===== config.mk =====
export PLATFORM = sky130hd
export DESIGN_NAME = hazard_sequencer
export DESIGN_NICKNAME = d
export VERILOG_FILES = /design/src/rtl/pipe_ctrl_pkg.sv /design/src/rtl/sat_counter.sv /design/src/rtl/hazard_sequencer.sv
export SDC_FILE = /design/constraint.sdc
export NUM_CORES = 1
export LEC_CHECK = 0
export ABC_AREA = 0
export BUFFER_PORTS_ARGS = -buffer_cell sky130_fd_sc_hd__buf_2
export CAP_MARGIN = 10
export CORE_MARGIN = 4
export CORE_UTILIZATION = 53
export CTS_CLUSTER_DIAMETER = 60
export DETAILED_ROUTE_END_ITERATION = 16
export HOLD_SLACK_MARGIN = 0.02
export PLACE_DENSITY = 0.91
export SLEW_MARGIN = 20
export SYNTH_ARGS = -nofsm -noshare
export SYNTH_HDL_FRONTEND = slang
export SYNTH_SLANG_ARGS = --single-unit
export TNS_END_PERCENT = 50

===== constraint.sdc =====
create_clock -name clk -period 2.4 [get_ports clk]
set_input_delay 0 -clock clk [delete_from_list [all_inputs] [get_ports clk]]
set_output_delay 0 -clock clk [all_outputs]
set_load 0.005 [all_outputs]

===== src/rtl/pipe_ctrl_pkg.sv =====
// Shared types for the pipeline hazard control slice: FSM states, register-zero constant, stage control bundle.
// Latency: n/a (types and constants only).
// Backpressure: n/a.
package pipe_ctrl_pkg;

   // Memory-wait FSM; ERROR is terminal until reset
   typedef enum logic [1:0] {
      RUN      = 2'd0,
      MEM_WAIT = 2'd1,
      ERROR    = 2'd2
   } state_t;

   // x0 is hardwired zero, so a load targeting it never creates a hazard
   localparam logic [4:0] REG_ZERO = 5'd0;

   // Stage enable / flush controls driven into the pipeline registers
   typedef struct packed {
      logic pc_en;
      logic if_id_en;
      logic if_id_flush;
      logic id_ex_flush;
      logic ex_mem_en;
      logic mem_wb_bubble;
   } ctrl_t;

   localparam ctrl_t CTRL_RUN = '{pc_en: 1'b1, if_id_en: 1'b1, if_id_flush: 1'b0,
                                  id_ex_flush: 1'b0, ex_mem_en: 1'b1, mem_wb_bubble: 1'b0};

   localparam ctrl_t CTRL_RESET = '{pc_en: 1'b0, if_id_en: 1'b0, if_id_flush: 1'b1,
                                    id_ex_flush: 1'b1, ex_mem_en: 1'b0, mem_wb_bubble: 1'b1};

   // Shared by memory freeze and ERROR: everything held, NOP into writeback
   localparam ctrl_t CTRL_FREEZE = '{pc_en: 1'b0, if_id_en: 1'b0, if_id_flush: 1'b0,
                                     id_ex_flush: 1'b0, ex_mem_en: 1'b0, mem_wb_bubble: 1'b1};

   localparam ctrl_t CTRL_FLUSH = '{pc_en: 1'b1, if_id_en: 1'b1, if_id_flush: 1'b1,
                                    id_ex_flush: 1'b1, ex_mem_en: 1'b1, mem_wb_bubble: 1'b0};

   localparam ctrl_t CTRL_LOAD_USE = '{pc_en: 1'b0, if_id_en: 1'b0, if_id_flush: 1'b0,
                                       id_ex_flush: 1'b1, ex_mem_en: 1'b1, mem_wb_bubble: 1'b0};

endpackage


===== src/rtl/sat_counter.sv =====
// Saturating event counter: counts cycles with inc=1, sticks at all-ones.
// Latency: count reflects an increment one clock after inc.
// Backpressure: none; inc is sampled every cycle.
module sat_counter #(
   parameter int CNT_W = 32
) (
   input  logic             clk,
   input  logic             rst_n,
   input  logic             inc,
   output logic [CNT_W-1:0] count
);

   // Increment on request unless already saturated
   always_ff @(posedge clk or negedge rst_n) begin
      if (!rst_n) begin
         count <= '0;
      end else if (inc && (count != '1)) begin
         count <= count + CNT_W'(1);
      end
   end

endmodule


===== src/rtl/hazard_sequencer.sv =====
// Pipeline hazard control: load-use stall, taken-branch flush, data-memory freeze with timeout-to-halt.
// Latency: controls are combinational from state and inputs; state and counters update on the next edge.
// Backpressure: MEM_Ready low freezes the whole pipe; after MEM_TIMEOUT wait cycles the core halts.
module hazard_sequencer
   import pipe_ctrl_pkg::*;
#(
   parameter int unsigned MEM_TIMEOUT = 16,
   parameter int          CNT_W       = 32
) (
   input  logic             clk,
   input  logic             rst_n,
   input  logic [4:0]       ID_rs1,
   input  logic [4:0]       ID_rs2,
   input  logic             ID_UsesRs1,
   input  logic             ID_UsesRs2,
   input  logic [4:0]       ID_EX_rd,
   input  logic             ID_EX_MemRead,
   input  logic             EX_BranchTaken,
   input  logic             MEM_Req,
   input  logic             MEM_Ready,
   output logic             PC_En,
   output logic             IF_ID_En,
   output logic             IF_ID_Flush,
   output logic             ID_EX_Flush,
   output logic             EX_MEM_En,
   output logic             MEM_WB_Bubble,
   output logic             Halted,
   output logic [CNT_W-1:0] StallCycles,
   output logic [CNT_W-1:0] FlushEvents
);

   // Wait counter must be able to hold MEM_TIMEOUT itself
   localparam int WCW = (MEM_TIMEOUT < 1) ? 1 : $clog2(MEM_TIMEOUT + 1);
   localparam logic [WCW-1:0] TO_VAL = WCW'(MEM_TIMEOUT);

   state_t         state;
   logic [WCW-1:0] wait_cnt;
   ctrl_t          ctrl;
   logic           freeze;
   logic           load_use;
   logic           flush_apply;
   logic           stall_inc;

   assign freeze = ((state == RUN) && MEM_Req && !MEM_Ready) ||
                   ((state == MEM_WAIT) && !MEM_Ready);

   assign load_use = ID_EX_MemRead && (ID_EX_rd != REG_ZERO) &&
                     ((ID_UsesRs1 && (ID_rs1 == ID_EX_rd)) ||
                      (ID_UsesRs2 && (ID_rs2 == ID_EX_rd)));

   // Control selection in priority order: reset, halt, freeze, branch, load-use
   always_comb begin
      ctrl = CTRL_RUN;
      if (!rst_n) begin
         ctrl = CTRL_RESET;
      end else if (state == ERROR) begin
         ctrl = CTRL_FREEZE;
      end else if (freeze) begin
         ctrl = CTRL_FREEZE;
      end else if (EX_BranchTaken) begin
         ctrl = CTRL_FLUSH;
      end else if (load_use) begin
         ctrl = CTRL_LOAD_USE;
      end
   end

   assign PC_En         = ctrl.pc_en;
   assign IF_ID_En      = ctrl.if_id_en;
   assign IF_ID_Flush   = ctrl.if_id_flush;
   assign ID_EX_Flush   = ctrl.id_ex_flush;
   assign EX_MEM_En     = ctrl.ex_mem_en;
   assign MEM_WB_Bubble = ctrl.mem_wb_bubble;
   assign Halted        = (state == ERROR);

   // A branch held in EX during a freeze is only counted when it actually flushes
   assign flush_apply = rst_n && (state != ERROR) && !freeze && EX_BranchTaken;
   assign stall_inc   = rst_n && (state != ERROR) && !ctrl.pc_en;

   // Memory-wait FSM with timeout; wait_cnt saturates when the timeout is disabled
   always_ff @(posedge clk or negedge rst_n) begin
      if (!rst_n) begin
         state    <= RUN;
         wait_cnt <= '0;
      end else begin
         case (state)
            RUN: begin
               if (MEM_Req && !MEM_Ready) begin
                  state    <= MEM_WAIT;
                  wait_cnt <= WCW'(1);
               end
            end
            MEM_WAIT: begin
               if (MEM_Ready) begin
                  state    <= RUN;
                  wait_cnt <= '0;
               end else if ((MEM_TIMEOUT != 0) && (wait_cnt == TO_VAL)) begin
                  state <= ERROR;
               end else if (wait_cnt != '1) begin
                  wait_cnt <= wait_cnt + WCW'(1);
               end
            end
            default: begin
               state <= ERROR;
            end
         endcase
      end
   end

   sat_counter #(.CNT_W(CNT_W)) u_stall_cnt (
      .clk   (clk),
      .rst_n (rst_n),
      .inc   (stall_inc),
      .count (StallCycles)
   );

   sat_counter #(.CNT_W(CNT_W)) u_flush_cnt (
      .clk   (clk),
      .rst_n (rst_n),
      .inc   (flush_apply),
      .count (FlushEvents)
   );

endmodule


Word-level counts from Yosys, hierarchy flattened:

Index checks and enable logic that the tools add are counted.

* add/sub/neg operators: 3
* $mul: 0
* divide/modulo/power cells: 0
* magnitude comparators: 0
* eq/ne operators: 13
* shift-type cells: 0
* mux-type cells: 14
* bitwise operators: 0
* reduce and logical (&&, ||, !) cells: 24

Operators by type and width (number)
* $add 32x1->32 const B: 2
* $ne 32x32->1 const B: 2
* $mux 6: 5
* $mux 5: 4
* $logic_and 1x1->1: 14
* $eq 5x5->1: 2
* $pmux 5 s2: 1
* $mux 2: 3
* $ne 3x2->1 const B: 2
* $add 5x1->5 const B: 1
* $eq 5x5->1 const B: 1
* $ne 5x5->1 const B: 1
* $reduce_bool 5->1: 1
* $pmux 2 s2: 1
* $reduce_and 4->1: 1
* $logic_not 1->1: 3
* $ne 3x3->1 const B: 1
* $eq 2x1->1 const B: 1
* $eq 2x2->1 const B: 1
* $logic_not 2->1: 1
* $logic_or 1x1->1: 2
* $ne 2x1->1 const B: 1
* $ne 2x2->1 const B: 1
* $reduce_and 2->1: 1
* $reduce_bool 2->1: 1

* register bits: 71
* latch bits: 0
* RAM bits: 0
* memory bits (read-only): 0
* bits of input ports: 23
* output and inout port bits: 71
* word-level logic and storage cells: 58
* memories kept: 0

Logic depth before layout (Yosys ltp):

Gate-level depths: netlist of the first run.

* depth after elaboration: 12
* mapped depth: 9

Modules after synthesis:

A second synthesis of the first run with hierarchy kept.

* cell total of the unflattened synthesis: 374
* area total of the unflattened synthesis: 3885.0 um^2

By module, submodules not included
* sat_counter: instances 2, cells each 151, area an instance 1624.1 um^2, seq. area each 800.8 um^2
* hazard_sequencer: instances 1, cells each 72, area an instance 636.9 um^2, seq. area each 175.2 um^2

Worst setup path after synthesis of the first run:

OpenSTA, ideal clock, no wires.

* kind: flip-flop to flip-flop
* start: reg u_flush_cnt.count[6]
* end: reg u_flush_cnt.count[27]
* setup time: 0.124 ns
* data arrival time: 2.026 ns
* required time: 2.276 ns
* path slack: 0.250 ns
* stages on the path, launching flop included: 8
* buffers on the path: 0
* clock period less this slack: 2.150 ns
* cell sequence: dfrtp_1 > and3_4 > nand4_2 > or4_4 > o211a_4 > nor2b_4 > and4_4 > xor2_1

* cells in the longest elaborated chain, start to end: 2
* elaborated cells on any way between the ends: 3
* classes of those cells: 1 x add/sub; 1 x eq/ne; 1 x reduce/logical

Ends and longest elaborated chain
* start, declared: RTL line sat_counter.sv:10 `output logic [CNT_W-1:0] count`
* start signal, assigned: RTL line sat_counter.sv:18 `count <= count + CNT_W'(1);`
* branches (longest 2 deep; another with $add 32x1->32)

Several ways; the timed one is not identified.
A chain may end at the register's enable or synchronous reset.

Final worst setup path of the first run:

Ends and elaborated chain as after synthesis.

==> results of run 1 <==
-- flip-flops by register name, indices dropped and copies added, names as in the netlist --
register	flops
u_flush_cnt.count	32
u_stall_cnt.count	32
wait_cnt	5
state	2
-- cell type report --
class	count	area, um^2	area share [%]
Timing Repair Buffer	99	528.0	12.05
Inverter	6	22.52	0.5138
Tap cell	77	96.34	2.198
Sequential cell	71	1777	40.54
Clock inverter	3	65.06	1.484
Clock buffer	13	158.9	3.625
Multi-Input combinational cell	258	1735	39.59
-- power by group through the flow --
stage | logic, mW | registers [mW] | clock network (mW)
finish | 0.328 | 1.37 | 1.07
global route | 0.370 | 1.38 | 1.14
CTS | 0.332 | 1.37 | 1.09
detailed placement | 0.328 | 1.39 | 0
global placement | 0.316 | 1.38 | 0
floorplan | 0.169 | 1.37 | 0
-- stage by stage --
step | instance area [um^2] | setup WS (ps) | hold WS, ps | instances
2_1_floorplan | 3561 | 250.0 | -295.6 | 343
4_1_cts | 4372 | 136.5 | 75.20 | 527
6_report | 4383 | 128.4 | 95.32 | 527
3_5_place_dp | 4128 | 152.5 | -35.00 | 509
3_3_place_gp | 4128 | 204.2 | -49.27 | 509
5_1_grt | 4383 | 5.149 | 101.6 | 527
-- cells in the final DEF, fill, tap and decap left out, types with 2 or more instances in the layout --
cell type      count
a21oi_1            3
and2_1             4
and3_1            16
and4_1             3
buf_2             93
buf_4              3
bufinv_16          2
clkbuf_1           2
clkbuf_8          11
dfrtp_1           71
dlygate4sd3_1      2
ha_1               5
inv_1              6
nand2_1           33
nand3_1           28
nand3b_1           2
nand4_1           25
nor2_1            23
nor3_1             8
nor4_1             2
o21ai_0            4
o21bai_1           2
or2_2              4
xnor2_1           47
xor2_1            27
-- kinds of logic after synthesis --
family / after synthesis
xor+xnor: 74
buf+inv: 14
compound gates: 19
simple gates: 159
flops: 71
fa+ha+maj: 5
mux: 1
-- how the worst max path moves through the flow --
stage	from	endpoint	cells after the start	slack [ps]
finish	u_flush_cnt.count[6]	u_flush_cnt.count[27]	7	130
global route	u_flush_cnt.count[15]	u_flush_cnt.count[16]	7	5
CTS	u_flush_cnt.count[6]	u_flush_cnt.count[27]	7	140
detailed placement	u_flush_cnt.count[6]	u_flush_cnt.count[27]	7	150
global placement	u_flush_cnt.count[6]	u_flush_cnt.count[27]	7	200
floorplan	u_flush_cnt.count[6]	u_flush_cnt.count[27]	7	250
-- per-layer routing --
metal / part of all wire, % / up-vias / track usage (%)
li1: - / 1400 / -
met1: 41 / 1411 / 25.08
met5: 0 / - / 0
met2: 52 / 81 / 34.02
met4: 1.6 / 0 / 7.143
met3: 5.5 / 12 / 5.760
-- worst reg2reg max path: stages (launching register included) --
cell and delay, ps:
dfrtp_1 420, and3_4 240, nand4_2 150, or4_4 600, o211a_4 310, nor2b_4 140, and4_4 180, xor2_1 130
-- what timing repair did --
action / CTS / global route
endpoints found under the setup margin: 0 / 1
gates resized for setup: 0 / 1
hold buffers: 2 / 0
hold endpoints to repair: 16 / 0
==> Flow_metrics.wiki, run 1 <==
{| class="wikitable"
! Metric !! Value
|-
| Result of the run || finished, final reports clean
|-
| Hold wc startpoint || MEM_Req
|-
| Number of cells on the worst hold path || 4
|-
| Drt via density || 5.510
|-
| Synth area leader || dfrtp_1
|-
| Rows || 29
|-
| Fraction of final layout cells with drive strength greater than 1 || 27.78%
|-
| Worst path max stage delay || 600 ps
|-
| DR vias || 2904
|-
| Clk network pwr share || 38.6%
|-
| Combinational family with the most area after synthesis || simple AND/OR/NAND/NOR gates
|-
| RSZ-0062 raised after global routing || no
|-
| Final Hold Viols || 0
|-
| Slew of the pin with the lowest slew margin || 688.8 ps
|-
| H-tree depth || 3
|-
| Type of the most critical hold path || primary input to register
|-
| Proportion of register bits with asynchronous set or reset after synthesis || 100.0%
|-
| Length in cells of the worst reg-to-reg path || 7
|-
| Highest fanout seen on the critical path || 7
|-
| Start-to-end type of the worst setup path || register to register
|-
| Hold EP || wait_cnt[3]
|-
| Endpoint arrival time on the critical path || 2500 ps
|-
| Share of the clock period used by the worst path after layout || 94.65%
|-
| Net switching power || 0.6995 mW
|-
| Layout Skew || 5.470 ps
|-
| Top cells by area, synth || dfrtp_1, xnor2_1, xor2_1
|-
| Synthesis-stage register bit count || 71
|-
| Internal Dissipation || 2.064 mW
|-
| Fraction of power spent switching nets || 25.32%
|-
| Proportion of synthesized chip area in sequential cells || 49.89%
|-
| Syn nets || 371
|-
| Crit path cell chain || and3_4, nand4_2, or4_4, o211a_4, nor2b_4, and4_4, xor2_1
|-
| Top-area cell type share of the netlist area || 49.89%
|-
| Global Route Usage Sum || 20.25%
|-
| Placeable core area || 6422 um^2
|-
| Max stage delay cell, worst path || or4_4
|-
| Largest delay share family, worst path || simple AND/OR/NAND/NOR gates
|-
| Number of warnings printed during yosys synthesis || 0
|-
| TritonCTS clock tree || yes
|-
| Final wirelength || 7926 um
|-
| Share of synthesized area spent on multiplexers || 0.3162%
|-
| Number of antenna repair diodes || 0
|-
| Power per cell area || 630.5 nW/um^2
|-
| Initial antenna violation count || 0
|-
| Pin count of the biggest net entering global routing || 57
|-
| Cell count after synthesis || 343
|-
| Overall die area || 8094 um^2
|-
| Post-synth design cell area || 3561 um^2
|-
| Worst vdd rail ir drop || 466.5 uV
|-
| Worst reg-to-reg setup slack || 130 ps
|-
| XOR/XNOR share of the synthesized area || 18.20%
|-
| Last weighted congestion value of the routability-driven placer || 0.8899
|-
| Synthesized-area fraction occupied by ao, oa, aoi and oai cells || 4.146%
|-
| Final critical-path required period || 2272 ps
|-
| Number of enable-type register cells in the synthesized netlist || 0
|-
| Mapped Avg Cell Area || 10.38 um^2
|-
| Chip Width || 89.97 um
|-
| Total Nets Final || 473
|-
| GRT Residual Overflow || 0
|-
| Hpwl dp || 6060 um
|-
| Vias in the first global route || 2826
|-
| 1st-iter DRT viols || 99
|-
| Drc violations || 0
|-
| Number of pins with negative max-slew slack in the final report || 0
|-
| Max frequency || 0.4402 GHz
|-
| Kind of start point of the critical path || register
|-
| Port bufs || 93
|-
| Distinct cell type count of the synthesized netlist || 44
|-
| Reg-to-Reg End || u_flush_cnt.count[27]
|-
| Clk Tree Root Cell || clkbuf_8
|-
| Maximum buffer depth of the clock tree || 2
|-
| Final setup vio count || 0
|-
| Clk slew on worst S/H paths || 70 ps
|-
| Post-layout util || 68.24%
|-
| Start of the worst register-to-register path || u_flush_cnt.count[6]
|-
| Wire length of the first global-routing pass || 13380 um
|-
| TritonCTS buffer count || 9
|-
| Fraction of the mapped netlist area in adder cells || 1.757%
|-
| Number of filler cells placed in the layout || 502
|-
| Simple-gate share of the synthesized area || 24.00%
|-
| Most frequently used cell type in the post-synthesis netlist || dfrtp_1
|-
| Area Overhead vs Synth || 23.08%
|-
| Starting density of the core || 55.45%
|-
| Combinational cell fraction of total power || 11.9%
|-
| Clock Sinks || 71
|-
| Routed length per instance || 15.04 um
|-
| Later-pin clock latency in the skew report || 340 ps
|-
| Setup TNS Final || 0 ps
|-
| Main flop type after synthesis || dfrtp_1
|-
| Static leakage power || 2.263 nW
|-
| Vertical die dimension || 89.97 um
|-
| IO Pins || 94
|-
| Count of buffers added by post-CTS timing repair for setup || 0
|-
| Max_slew headroom || 54.08%
|-
| Power after layout || 2.763 mW
|-
| List of most frequent post-synthesis cells || dfrtp_1, xnor2_1, nand2_1
|-
| Required time of the critical path || 2630 ps
|-
| Part of the power in registers || 49.5%
|-
| Crit. End Element || register
|-
| Post-route antenna net violation count || 0
|-
| Number of buffer and inverter stages on the critical path || 0
|-
| TritonRoute pass-1 iters || 5
|-
| Maxcap violations || 0
|}
Note: power is estimated with default switching activity, not from simulation.
==> run 2, diff against run 1 <==
- CORE_ASPECT_RATIO: default -> 2
- SLEW_MARGIN: 20 -> default
==> Flow_metrics.wiki, run 2 (same netlist as run 1, synthesis figures left out) <==
{| class="wikitable"
! Metric !! Value
|-
| TritonRoute pass-1 iters || 4 (-1)
|-
| Crit path cell chain || and3_1, nand4_1, or4_4, o211a_4, nor2b_4, and4_4, xor2_1
|-
| Worst path max stage delay || 600 ps (about the same)
|-
| Clk slew on worst S/H paths || 60 ps (about the same)
|-
| Number of buffer and inverter stages on the critical path || 0 (unchanged)
|-
| Layout Skew || 5.466 ps (-0.004220 ps)
|-
| Final Hold Viols || 0 (unchanged)
|-
| Overall die area || 8174 um^2 (+0.99%)
|-
| Max frequency || 0.4376 GHz (-0.60%)
|-
| Type of the most critical hold path || primary input to register
|-
| Power per cell area || 686.0 nW/um^2 (+8.8%)
|-
| Final wirelength || 8818 um (+11%)
|-
| Number of pins with negative max-slew slack in the final report || 0 (unchanged)
|-
| Fraction of final layout cells with drive strength greater than 1 || 27.94% (+0.16 points)
|-
| Drc violations || 0 (unchanged)
|-
| Later-pin clock latency in the skew report || 330 ps (about the same)
|-
| Routed length per instance || 16.36 um (+8.8%)
|-
| TritonCTS buffer count || 9 (unchanged)
|-
| Starting density of the core || 54.21% (-1.2 points)
|-
| Net switching power || 0.7863 mW (+12%)
|-
| Chip Width || 65.96 um (-27%)
|-
| Result of the run || finished, final reports clean
|-
| Port bufs || 93 (unchanged)
|-
| Rows || 42 (+45%)
|-
| Maximum buffer depth of the clock tree || 2 (unchanged)
|-
| Part of the power in registers || 45.0% (-4.5 points)
|-
| Number of filler cells placed in the layout || 498 (-0.80%)
|-
| Crit. End Element || register
|-
| Total Nets Final || 474 (+0.21%)
|-
| Number of antenna repair diodes || 0 (unchanged)
|-
| Pin count of the biggest net entering global routing || 38 (-33%)
|-
| Required time of the critical path || 2610 ps (-20 ps)
|-
| Fraction of power spent switching nets || 25.72% (+0.41 points)
|-
| GRT Residual Overflow || 0 (unchanged)
|-
| Clk network pwr share || 43.7% (+5.1 points)
|-
| Endpoint arrival time on the critical path || 2500 ps (about the same)
|-
| Worst Hold Margin || 118.8 ps (+23.46 ps)
|-
| Kind of start point of the critical path || register
|-
| Vertical die dimension || 123.9 um (+38%)
|-
| Registers with the most flip-flops || u_flush_cnt.count x32, u_stall_cnt.count x32, wait_cnt x5
|-
| Max stage delay cell, worst path || or4_4
|-
| Vias in the first global route || 2984 (+5.6%)
|-
| Drt via density || 5.540 (+0.53%)
|-
| Post-layout util || 67.85% (-0.40 points)
|-
| Setup TNS Final || 0 ps (unchanged)
|-
| Placeable core area || 6569 um^2 (+2.3%)
|-
| Worst vdd rail ir drop || 573.9 uV (+23%)
|-
| Initial antenna violation count || 0 (unchanged)
|-
| Static leakage power || 2.263 nW (about the same)
|-
| Commonest cells after routing, fill and taps aside || buf_2, dfrtp_1, xnor2_1
|-
| Final critical-path required period || 2285 ps (+13.71 ps)
|-
| Max_slew headroom || 67.52% (+13 points)
|-
| IO Pins || 94 (unchanged)
|-
| Slack of the critical path || 114.7 ps (-13.71 ps)
|-
| H-tree depth || 3 (unchanged)
|-
| Share of the clock period used by the worst path after layout || 95.22% (+0.57 points)
|-
| Slew of the pin with the lowest slew margin || 483.5 ps (-205.3 ps)
|-
| Last weighted congestion value of the routability-driven placer || 0.8273 (-7.0%)
|-
| Start-to-end type of the worst setup path || register to register
|-
| Highest fanout seen on the critical path || 7 (unchanged)
|-
| Post-route antenna net violation count || 0 (unchanged)
|-
| Count of buffers added by post-CTS timing repair for setup || 0 (unchanged)
|-
| Global Route Usage Sum || 23.07% (+2.8 points)
|-
| Clock Sinks || 71 (unchanged)
|-
| Hpwl dp || 6692 um (+10%)
|-
| Area Overhead vs Synth || 25.16%
|-
| Wire length of the first global-routing pass || 14290 um (+6.8%)
|-
| Post-Place Worst Slack || 136.3 ps (-16.29 ps)
|-
| Maxcap violations || 0 (unchanged)
|-
| RSZ-0062 raised after global routing || no
|-
| TritonCTS clock tree || yes
|-
| Final setup vio count || 0 (unchanged)
|-
| Combinational cell fraction of total power || 11.3% (-0.6 points)
|-
| 1st-iter DRT viols || 211 (+110%)
|-
| Largest delay share family, worst path || simple AND/OR/NAND/NOR gates
|-
| Clk Tree Root Cell || clkbuf_16
|-
| Most common library cell in the layout ignoring fill and taps || buf_2
|-
| Internal Dissipation || 2.271 mW (+10%)
|-
| DR vias || 2986 (+2.8%)
|}
==> run 2: worst reg2reg max path: stages, from the launching register on <==
cell and delay, ps:
dfrtp_1 410, and3_1 220, nand4_1 180, or4_4 600
o211a_4 300, nor2b_4 140, and4_4 190, xor2_1 130
==> run 2: layout make-up <==
cell class	count	area [um^2]	area share [%]
Inverter	6	22.52	0.5053
Sequential cell	71	1777	39.87
Tap cell	88	110.1	2.471
Multi-Input combinational cell	258	1724	38.69
Clock buffer	12	246.5	5.531
Timing Repair Buffer	100	523.0	11.74
Clock inverter	4	53.80	1.207
==> run 2: metrics by stage <==
stage | instance area, um^2 | cells | power (mW)
floorplan | 3561 | 343 | 1.538
global placement | 4136 | 521 | 1.700
detailed placement | 4136 | 521 | 1.728
CTS | 4457 | 539 | 3.072
global route | 4457 | 539 | 3.187
finish | 4457 | 539 | 3.057
==> run 2: final timing paths <==
path                       slack [ps]                   from  cells past startpoint               endpoint
min in group asynchronous         360                  rst_n                      3  u_flush_cnt.count[17]
hold reg to reg                   480  u_flush_cnt.count[17]                      1  u_flush_cnt.count[17]
max in group asynchronous        1720                  rst_n                      3  u_stall_cnt.count[18]
setup / recovery                  110  u_flush_cnt.count[15]                      7  u_flush_cnt.count[27]
hold / removal                    120                MEM_Req                      4            wait_cnt[2]
setup reg to reg                  110  u_flush_cnt.count[15]                      7  u_flush_cnt.count[27]
==> run 2: timing repair <==
item,in CTS,in global routing
gates resized for setup,0,0
hold buffers,2,0
hold endpoints to repair,72,0
==> run 2: power groups by stage <==
stage          Clock, mW  Combinational, mW  Sequential (mW)
2_1_floorplan          0              0.169             1.37
3_3_place_gp           0              0.319             1.38
3_5_place_dp           0              0.335             1.39
4_1_cts             1.35              0.350             1.37
5_1_grt             1.41              0.388             1.39
6_report            1.33              0.345             1.38
==> run 2: layer usage <==
metal	share of wire, %	GRT usage, %	vias to the layer above	wire [um]
li1	-	-	1403	-
met1	35	23.80	1471	3096
met2	58	43.93	97	5134
met3	4.9	4.874	15	432
met4	1.8	9.160	0	155
met5	0	0	-	0
